`src/rtl/clint_timer_pkg.sv`:
```
// Shared register offsets, reset constants and address decode for the CLINT timer block.
package clint_timer_pkg;

   // Byte offsets of the architected registers inside the block
   localparam logic [4:0] CLINT_MSIP        = 5'h00;
   localparam logic [4:0] CLINT_MTIMECMP_LO = 5'h08;
   localparam logic [4:0] CLINT_MTIMECMP_HI = 5'h0C;
   localparam logic [4:0] CLINT_MTIME_LO    = 5'h10;
   localparam logic [4:0] CLINT_MTIME_HI    = 5'h14;
   localparam logic [4:0] CLINT_PRESCALE    = 5'h18;

   // Compare register starts at all-ones so no timer interrupt fires out of reset
   localparam logic [63:0] MTIMECMP_RESET = 64'hFFFF_FFFF_FFFF_FFFF;

   typedef enum logic [2:0] {
      REG_MSIP,
      REG_CMP_LO,
      REG_CMP_HI,
      REG_MT_LO,
      REG_MT_HI,
      REG_PRE,
      REG_NONE
   } reg_sel_e;

   // Word index (byte offset [4:2]) to register select; holes map to REG_NONE
   function automatic reg_sel_e decode_word(input logic [2:0] word);
      reg_sel_e sel;
      case ({word, 2'b00})
         CLINT_MSIP:        sel = REG_MSIP;
         CLINT_MTIMECMP_LO: sel = REG_CMP_LO;
         CLINT_MTIMECMP_HI: sel = REG_CMP_HI;
         CLINT_MTIME_LO:    sel = REG_MT_LO;
         CLINT_MTIME_HI:    sel = REG_MT_HI;
         CLINT_PRESCALE:    sel = REG_PRE;
         default:           sel = REG_NONE;
      endcase
      return sel;
   endfunction

endpackage

```
`src/rtl/clint_prescaler.sv`:
```
// Tick generator: counts 0..prescale and pulses tick on the terminal count.
module clint_prescaler
   import clint_timer_pkg::*;
#(
   parameter int PRESCALE_W = 16
) (
   input  logic                  clk,
   input  logic                  reset,
   input  logic [PRESCALE_W-1:0] prescale,
   input  logic                  clr,
   output logic                  tick
);

   logic [PRESCALE_W-1:0] cnt;

   // Terminal count reached; prescale=0 therefore ticks every cycle
   assign tick = (cnt == prescale);

   // Counter restarts after each tick and whenever the prescale value is rewritten
   always_ff @(posedge clk or negedge reset) begin
      if (!reset)
         cnt <= '0;
      else if (clr || tick)
         cnt <= '0;
      else
         cnt <= cnt + 1'b1;
   end

endmodule

```
`src/rtl/clint_timer.sv`:
```
// Core-local timer/software interrupt source: mtime, mtimecmp, msip and a
// tick prescaler behind a single-cycle 32-bit slave port.
module clint_timer
   import clint_timer_pkg::*;
#(
   parameter int PRESCALE_W = 16,
   parameter int BASE_SEL   = 5
) (
   input  logic                clk,
   input  logic                reset,
   input  logic                bus_req,
   input  logic                bus_we,
   input  logic [BASE_SEL-1:0] bus_addr,
   input  logic [31:0]         bus_wdata,
   output logic                bus_ack,
   output logic [31:0]         bus_rdata,
   output logic                timer_int,
   output logic                sw_int
);

   logic [63:0]           mtime;
   logic [63:0]           mtimecmp;
   logic                  msip;
   logic [PRESCALE_W-1:0] prescale;
   logic                  tick;
   logic                  addr_in_block;
   reg_sel_e              sel;
   logic [31:0]           rd_val;
   logic                  wr_hit;
   logic                  rd_hit;
   logic                  wr_msip, wr_cmp_lo, wr_cmp_hi, wr_mt_lo, wr_mt_hi, wr_pre;

   // Byte-lane bits are don't-care: only full-word accesses exist
   logic unused_addr_lsb;
   assign unused_addr_lsb = ^bus_addr[1:0];

   // Any address bits above the 32-byte window must be zero to hit a register
   if (BASE_SEL > 5) begin : g_hi_addr
      assign addr_in_block = ~|bus_addr[BASE_SEL-1:5];
   end else begin : g_no_hi_addr
      assign addr_in_block = 1'b1;
   end

   assign sel    = addr_in_block ? decode_word(bus_addr[4:2]) : REG_NONE;
   assign wr_hit = bus_req &  bus_we;
   assign rd_hit = bus_req & ~bus_we;

   assign wr_msip   = wr_hit & (sel == REG_MSIP);
   assign wr_cmp_lo = wr_hit & (sel == REG_CMP_LO);
   assign wr_cmp_hi = wr_hit & (sel == REG_CMP_HI);
   assign wr_mt_lo  = wr_hit & (sel == REG_MT_LO);
   assign wr_mt_hi  = wr_hit & (sel == REG_MT_HI);
   assign wr_pre    = wr_hit & (sel == REG_PRE);

   clint_prescaler #(
      .PRESCALE_W (PRESCALE_W)
   ) u_prescaler (
      .clk      (clk),
      .reset    (reset),
      .prescale (prescale),
      .clr      (wr_pre),
      .tick     (tick)
   );

   // Read mux over current register values (pre-update view)
   always_comb begin
      rd_val = '0;
      case (sel)
         REG_MSIP:   rd_val = {31'd0, msip};
         REG_CMP_LO: rd_val = mtimecmp[31:0];
         REG_CMP_HI: rd_val = mtimecmp[63:32];
         REG_MT_LO:  rd_val = mtime[31:0];
         REG_MT_HI:  rd_val = mtime[63:32];
         REG_PRE:    rd_val = 32'(prescale);
         default:    rd_val = '0;
      endcase
   end

   // Single-cycle slave: every request is acked on the next edge, read data rides with the ack
   always_ff @(posedge clk or negedge reset) begin
      if (!reset) begin
         bus_ack   <= 1'b0;
         bus_rdata <= '0;
      end else begin
         bus_ack   <= bus_req;
         bus_rdata <= rd_hit ? rd_val : 32'd0;
      end
   end

   // Software interrupt pending bit; only bit 0 of the write data is kept
   always_ff @(posedge clk or negedge reset) begin
      if (!reset)
         msip <= 1'b0;
      else if (wr_msip)
         msip <= bus_wdata[0];
   end

   // Prescale register; narrower than the bus, upper write bits are dropped
   always_ff @(posedge clk or negedge reset) begin
      if (!reset)
         prescale <= '0;
      else if (wr_pre)
         prescale <= bus_wdata[PRESCALE_W-1:0];
   end

   // Compare register, written one 32-bit half per access
   always_ff @(posedge clk or negedge reset) begin
      if (!reset)
         mtimecmp <= MTIMECMP_RESET;
      else if (wr_cmp_lo)
         mtimecmp[31:0] <= bus_wdata;
      else if (wr_cmp_hi)
         mtimecmp[63:32] <= bus_wdata;
   end

   // Machine timer: a write to either half wins over (and consumes) that cycle's tick
   always_ff @(posedge clk or negedge reset) begin
      if (!reset)
         mtime <= '0;
      else if (wr_mt_lo)
         mtime[31:0] <= bus_wdata;
      else if (wr_mt_hi)
         mtime[63:32] <= bus_wdata;
      else if (tick)
         mtime <= mtime + 64'd1;
   end

   // Timer request is a registered unsigned compare of the current register values
   always_ff @(posedge clk or negedge reset) begin
      if (!reset)
         timer_int <= 1'b0;
      else
         timer_int <= (mtime >= mtimecmp);
   end

   assign sw_int = msip;

endmodule

```
`config.mk`:
```
export PLATFORM = sky130hd
export DESIGN_NAME = clint_timer
export DESIGN_NICKNAME = d
export VERILOG_FILES = /design/src/rtl/clint_timer_pkg.sv /design/src/rtl/clint_prescaler.sv /design/src/rtl/clint_timer.sv
export SDC_FILE = /design/constraint.sdc
export NUM_CORES = 1
export LEC_CHECK = 0
export CORE_MARGIN = 5
export CORE_UTILIZATION = 40
export DETAILED_ROUTE_END_ITERATION = 16
export PLACE_DENSITY = 0.7
export SKIP_LAST_GASP = 1
export SLEW_MARGIN = 0
export SYNTH_ARGS = -nofsm -noshare
export SYNTH_HDL_FRONTEND = slang
export SYNTH_SLANG_ARGS = --single-unit
```
`constraint.sdc`:
```
create_clock -name clk -period 2.8 [get_ports clk]
set_input_delay 0.42 -clock clk [delete_from_list [all_inputs] [get_ports clk]]
set_output_delay 0.42 -clock clk [all_outputs]
set_load 0.02 [all_outputs]
```
==> flow_metrics.py <==
metrics = {
    "outcome": {
        "outcome": "complete, no violations",
    },
    "timing": {
        "clock.fmax_mhz": 365,
        "finalMaxSlewViolations": 0,
        "setup_ws_ns": 0.0579,
        "worst_clock_skew_ns": 0.0167,
        "final-setup-viol-count": 0,
        "report.final.hold_viol_count": 0,
        "timing.slew.headroom": 0.611,
        "tightest_pin_transition_ns": 0.577,
        "fin_hold_ws_ns": 0.508,
        "finalCriticalPeriod_ns": 2.74,
        "post-route-period-util": 0.979,
    },
    "drt": {
        "vias": 9772,
        "routed_wirelength_mm": 32.5,
        "avgViaCountPerCell": 5.78,
        "detail_route.drc_violations": 0,
        "detailedRoute.firstIterationViolations": 976,
        "drt_pre_antenna_iters": 6,
        "avgRoutedWirePerCell_microns": 19.2,
        "final_antenna_net_count": 0,
    },
    "synthesis": {
        "seq_area_frac_synth": 0.437,
        "synth_ff_type": "sky130_fd_sc_hd__dfrtp_1",
        "yosysWarnings": 0,
        "async_flop_share": 1.00,
        "yosys.cell_types.count": 58,
        "synth_area_per_cell_sq_um": 9.43,
        "syn-cell-area_sq_um": 11300,
        "netlist_instances": 1203,
        "ys_seq_elements": 195,
        "syn_nets": 1311,
        "synth_edf_count": 0,
    },
    "critical_path": {
        "critical_path_class": "flop to flop",
        "reg2reg_setup_slack_ns": 0.06,
        "endpoint_kind": "flop",
        "max_stage_delay_ns": 0.54,
        "worst-endpoint-required_ns": 3.12,
        "worstSetupStartpointType": "flop",
        "timing.critical_path.fanout_max": 3,
        "timing.reg2reg.worst_path_depth": 8,
        "crit_path_top_delay_cell": "sky130_fd_sc_hd__dfstp_2",
        "crit_path_cell_trace": "inv_1 > ha_1 > a211oi_1 > nor2_1 > a2111oi_1 > buf_4 > a31oi_1 > or3_1",
        "arrival_time_at_the_worst_endpoint_ns": 3.06,
    },
    "clock_network": {
        "cts_tree": "built",
        "worst_setup_hold_path_clk_slew_ns": 0.08,
        "htree_num_levels": 4,
        "insertion_delay_ns": 0.45,
        "clkSinkCount": 195,
        "cts.path.max_buffers": 2,
        "cts_setup_buffers": 0,
        "clock_tree.root_cell": "sky130_fd_sc_hd__clkbuf_16",
        "cts_buffers": 17,
    },
    "final_layout": {
        "layout.cells.most_common": "sky130_fd_sc_hd__nand2_1",
        "most-common-layout-cells": "sky130_fd_sc_hd__nand2_1 (166), sky130_fd_sc_hd__dfrtp_1 (131), sky130_fd_sc_hd__o21ai_0 (80)",
        "net_count_final": 1408,
        "multi_input_area_sq_um": 5860,
        "flow.area_growth_from_synthesis_pct": 19.5,
        "fin_util": 0.487,
        "layout.area.seq_sq_um": 4960,
        "final_layout_size_suffix_gt1_frac": 0.182,
        "post-route-cell-area_sq_um": 13600,
        "layout.filler_cells": 2518,
        "diodes_inserted": 0,
    },
    "placement": {
        "dpl_worst_slack_ns": -0.183,
        "gp_routability_congestion": 0.907,
        "io_buffer_count": 73,
        "post_dp_cell_area_sq_um": 13000,
        "hpwl_dp_mm": 23.6,
    },
    "floorplanning": {
        "chipHeight_microns": 178,
        "core-area_sq_um": 27900,
        "floorplan.die.width_microns": 178,
        "fp.dieArea_sq_um": 31800,
        "io_pins": 76,
        "initial_utilization": 0.407,
        "rows": 61,
    },
    "grt": {
        "first_global_vias": 9675,
        "gr-usage-all-layers": 0.207,
        "grt_overflow_total": 0,
        "grt_max_degree": 73,
        "first_pass_grt_wire_length_mm": 52.5,
        "antenna_found_initial": 1,
    },
    "worst_hold_path": {
        "type_of_the_most_critical_hold_path": "input port to asynchronous set/reset pin",
    },
    "pwr": {
        "max-vdd-ir-drop_uv": 440,
        "post-layout-total-power_uw": 9120,
        "power_leakage_uw": 0.00560,
        "power-per-cell-area_nw_per_um2": 673,
    },
    "flow_run": {
        "maxCapViolCount": 0,
    },
}
[cell families (layout without fill, tap and decap cells)]
group,Yosys count,count (layout),synth area share
flops,195,195,0.437
xor+xnor,59,59,0.0456
simple gates,406,406,0.181
fa+ha+maj,67,67,0.0739
mux,53,53,0.0524
buf+inv,141,251,0.0496
compound gates,282,282,0.161
[synth_stat cells (4+ instances only)]
cell type | number | share of area
sky130_fd_sc_hd__a31oi_1 | 9 | 0.0050
sky130_fd_sc_hd__a41oi_1 | 19 | 0.015
sky130_fd_sc_hd__mux2_2 | 51 | 0.051
sky130_fd_sc_hd__ha_1 | 67 | 0.074
sky130_fd_sc_hd__and4_1 | 13 | 0.010
sky130_fd_sc_hd__dfrtp_1 | 131 | 0.29
sky130_fd_sc_hd__xor2_1 | 36 | 0.028
sky130_fd_sc_hd__inv_1 | 71 | 0.023
sky130_fd_sc_hd__nand3_1 | 53 | 0.023
sky130_fd_sc_hd__o311ai_0 | 7 | 0.0054
sky130_fd_sc_hd__and2_1 | 11 | 0.0061
sky130_fd_sc_hd__buf_2 | 15 | 0.0066
sky130_fd_sc_hd__nand2_1 | 166 | 0.055
sky130_fd_sc_hd__and3_1 | 19 | 0.010
sky130_fd_sc_hd__or3_1 | 6 | 0.0033
sky130_fd_sc_hd__o21ai_0 | 80 | 0.035
sky130_fd_sc_hd__nor4_1 | 5 | 0.0028
sky130_fd_sc_hd__a222oi_1 | 17 | 0.015
sky130_fd_sc_hd__nor2_1 | 54 | 0.018
sky130_fd_sc_hd__dfstp_2 | 64 | 0.15
sky130_fd_sc_hd__or4_1 | 4 | 0.0026
sky130_fd_sc_hd__buf_4 | 4 | 0.0026
sky130_fd_sc_hd__a2bb2oi_1 | 13 | 0.010
sky130_fd_sc_hd__o22ai_1 | 7 | 0.0039
sky130_fd_sc_hd__nor3_1 | 10 | 0.0044
sky130_fd_sc_hd__a21oi_1 | 74 | 0.033
sky130_fd_sc_hd__a21o_1 | 12 | 0.0079
sky130_fd_sc_hd__buf_1 | 5 | 0.0017
sky130_fd_sc_hd__xnor2_1 | 23 | 0.018
sky130_fd_sc_hd__nor2b_1 | 4 | 0.0022
sky130_fd_sc_hd__nand4_1 | 46 | 0.025
sky130_fd_sc_hd__clkbuf_1 | 46 | 0.015
sky130_fd_sc_hd__a22oi_1 | 18 | 0.012
[critical path, delay by kind of cell, from the launching register on]
family	cells	cell delay [ns]
and+or+nand+nor	2	0.54
adders and majority gates	1	0.30
buffers and inverters	2	0.26
AOI/OAI and AO/OA	3	0.97
DFF	1	0.54
[stage by stage]
stage          TNS (ns)  instances
3_3_place_gp      -1.09       1658
5_1_grt         -0.0418       1691
2_1_floorplan         0       1203
6_report              0       1691
3_5_place_dp      -3.43       1658
4_1_cts               0       1691
[flip-flops by register name, summed over array words and instances (netlist names)]
register	flops
bus_ack	1
bus_rdata	32
mtime	64
mtimecmp	64
prescale	16
sw_int	1
timer_int	1
u_prescaler.cnt	16
[power by group]
part           total (uW)  switching, uW  internal [uW]
Clock                2490           1210           1280
Sequential           4190            618           3570
Combinational        2440           1290           1150
Total                9120           3120           6000
[layer usage]
metal | global-route usage | vias to the layer above | part of all wire | routed length (microns)
met2 | 0.328 | 369 | 0.47 | 15200
met5 | 0 | - | 0.00022 | 7
met4 | 0.0732 | 2 | 0.028 | 923
met3 | 0.0367 | 75 | 0.064 | 2090
met1 | 0.285 | 4761 | 0.44 | 14200
li1 | - | 4565 | - | -
[worst paths after layout]
check | to | from
setup / recovery | timer_int | mtimecmp[53]
hold / removal | bus_rdata[29] | reset
setup reg to reg | timer_int | mtimecmp[53]
hold reg to reg | mtimecmp[11] | mtimecmp[11]
max in group asynchronous | mtimecmp[7] | reset
min in group clk | mtimecmp[11] | mtimecmp[11]
[repair_timing]
item | CTS | global route
endpoints found under the setup margin | 0 | 1
hold buffers | 1 | 0
endpoints found under the hold margin | 24 | 0
resized for setup | 0 | 1
[final cells by class]
cell class                 instances  share of cell area
tap                              378              0.0349
clock inverter                    14              0.0107
clock buffer                      18              0.0324
inverter                          71              0.0197
multi-input combinational        867               0.432
sequential                       195               0.366
timing repair buffer             148               0.104
Power figures use the tool's default switching activity.
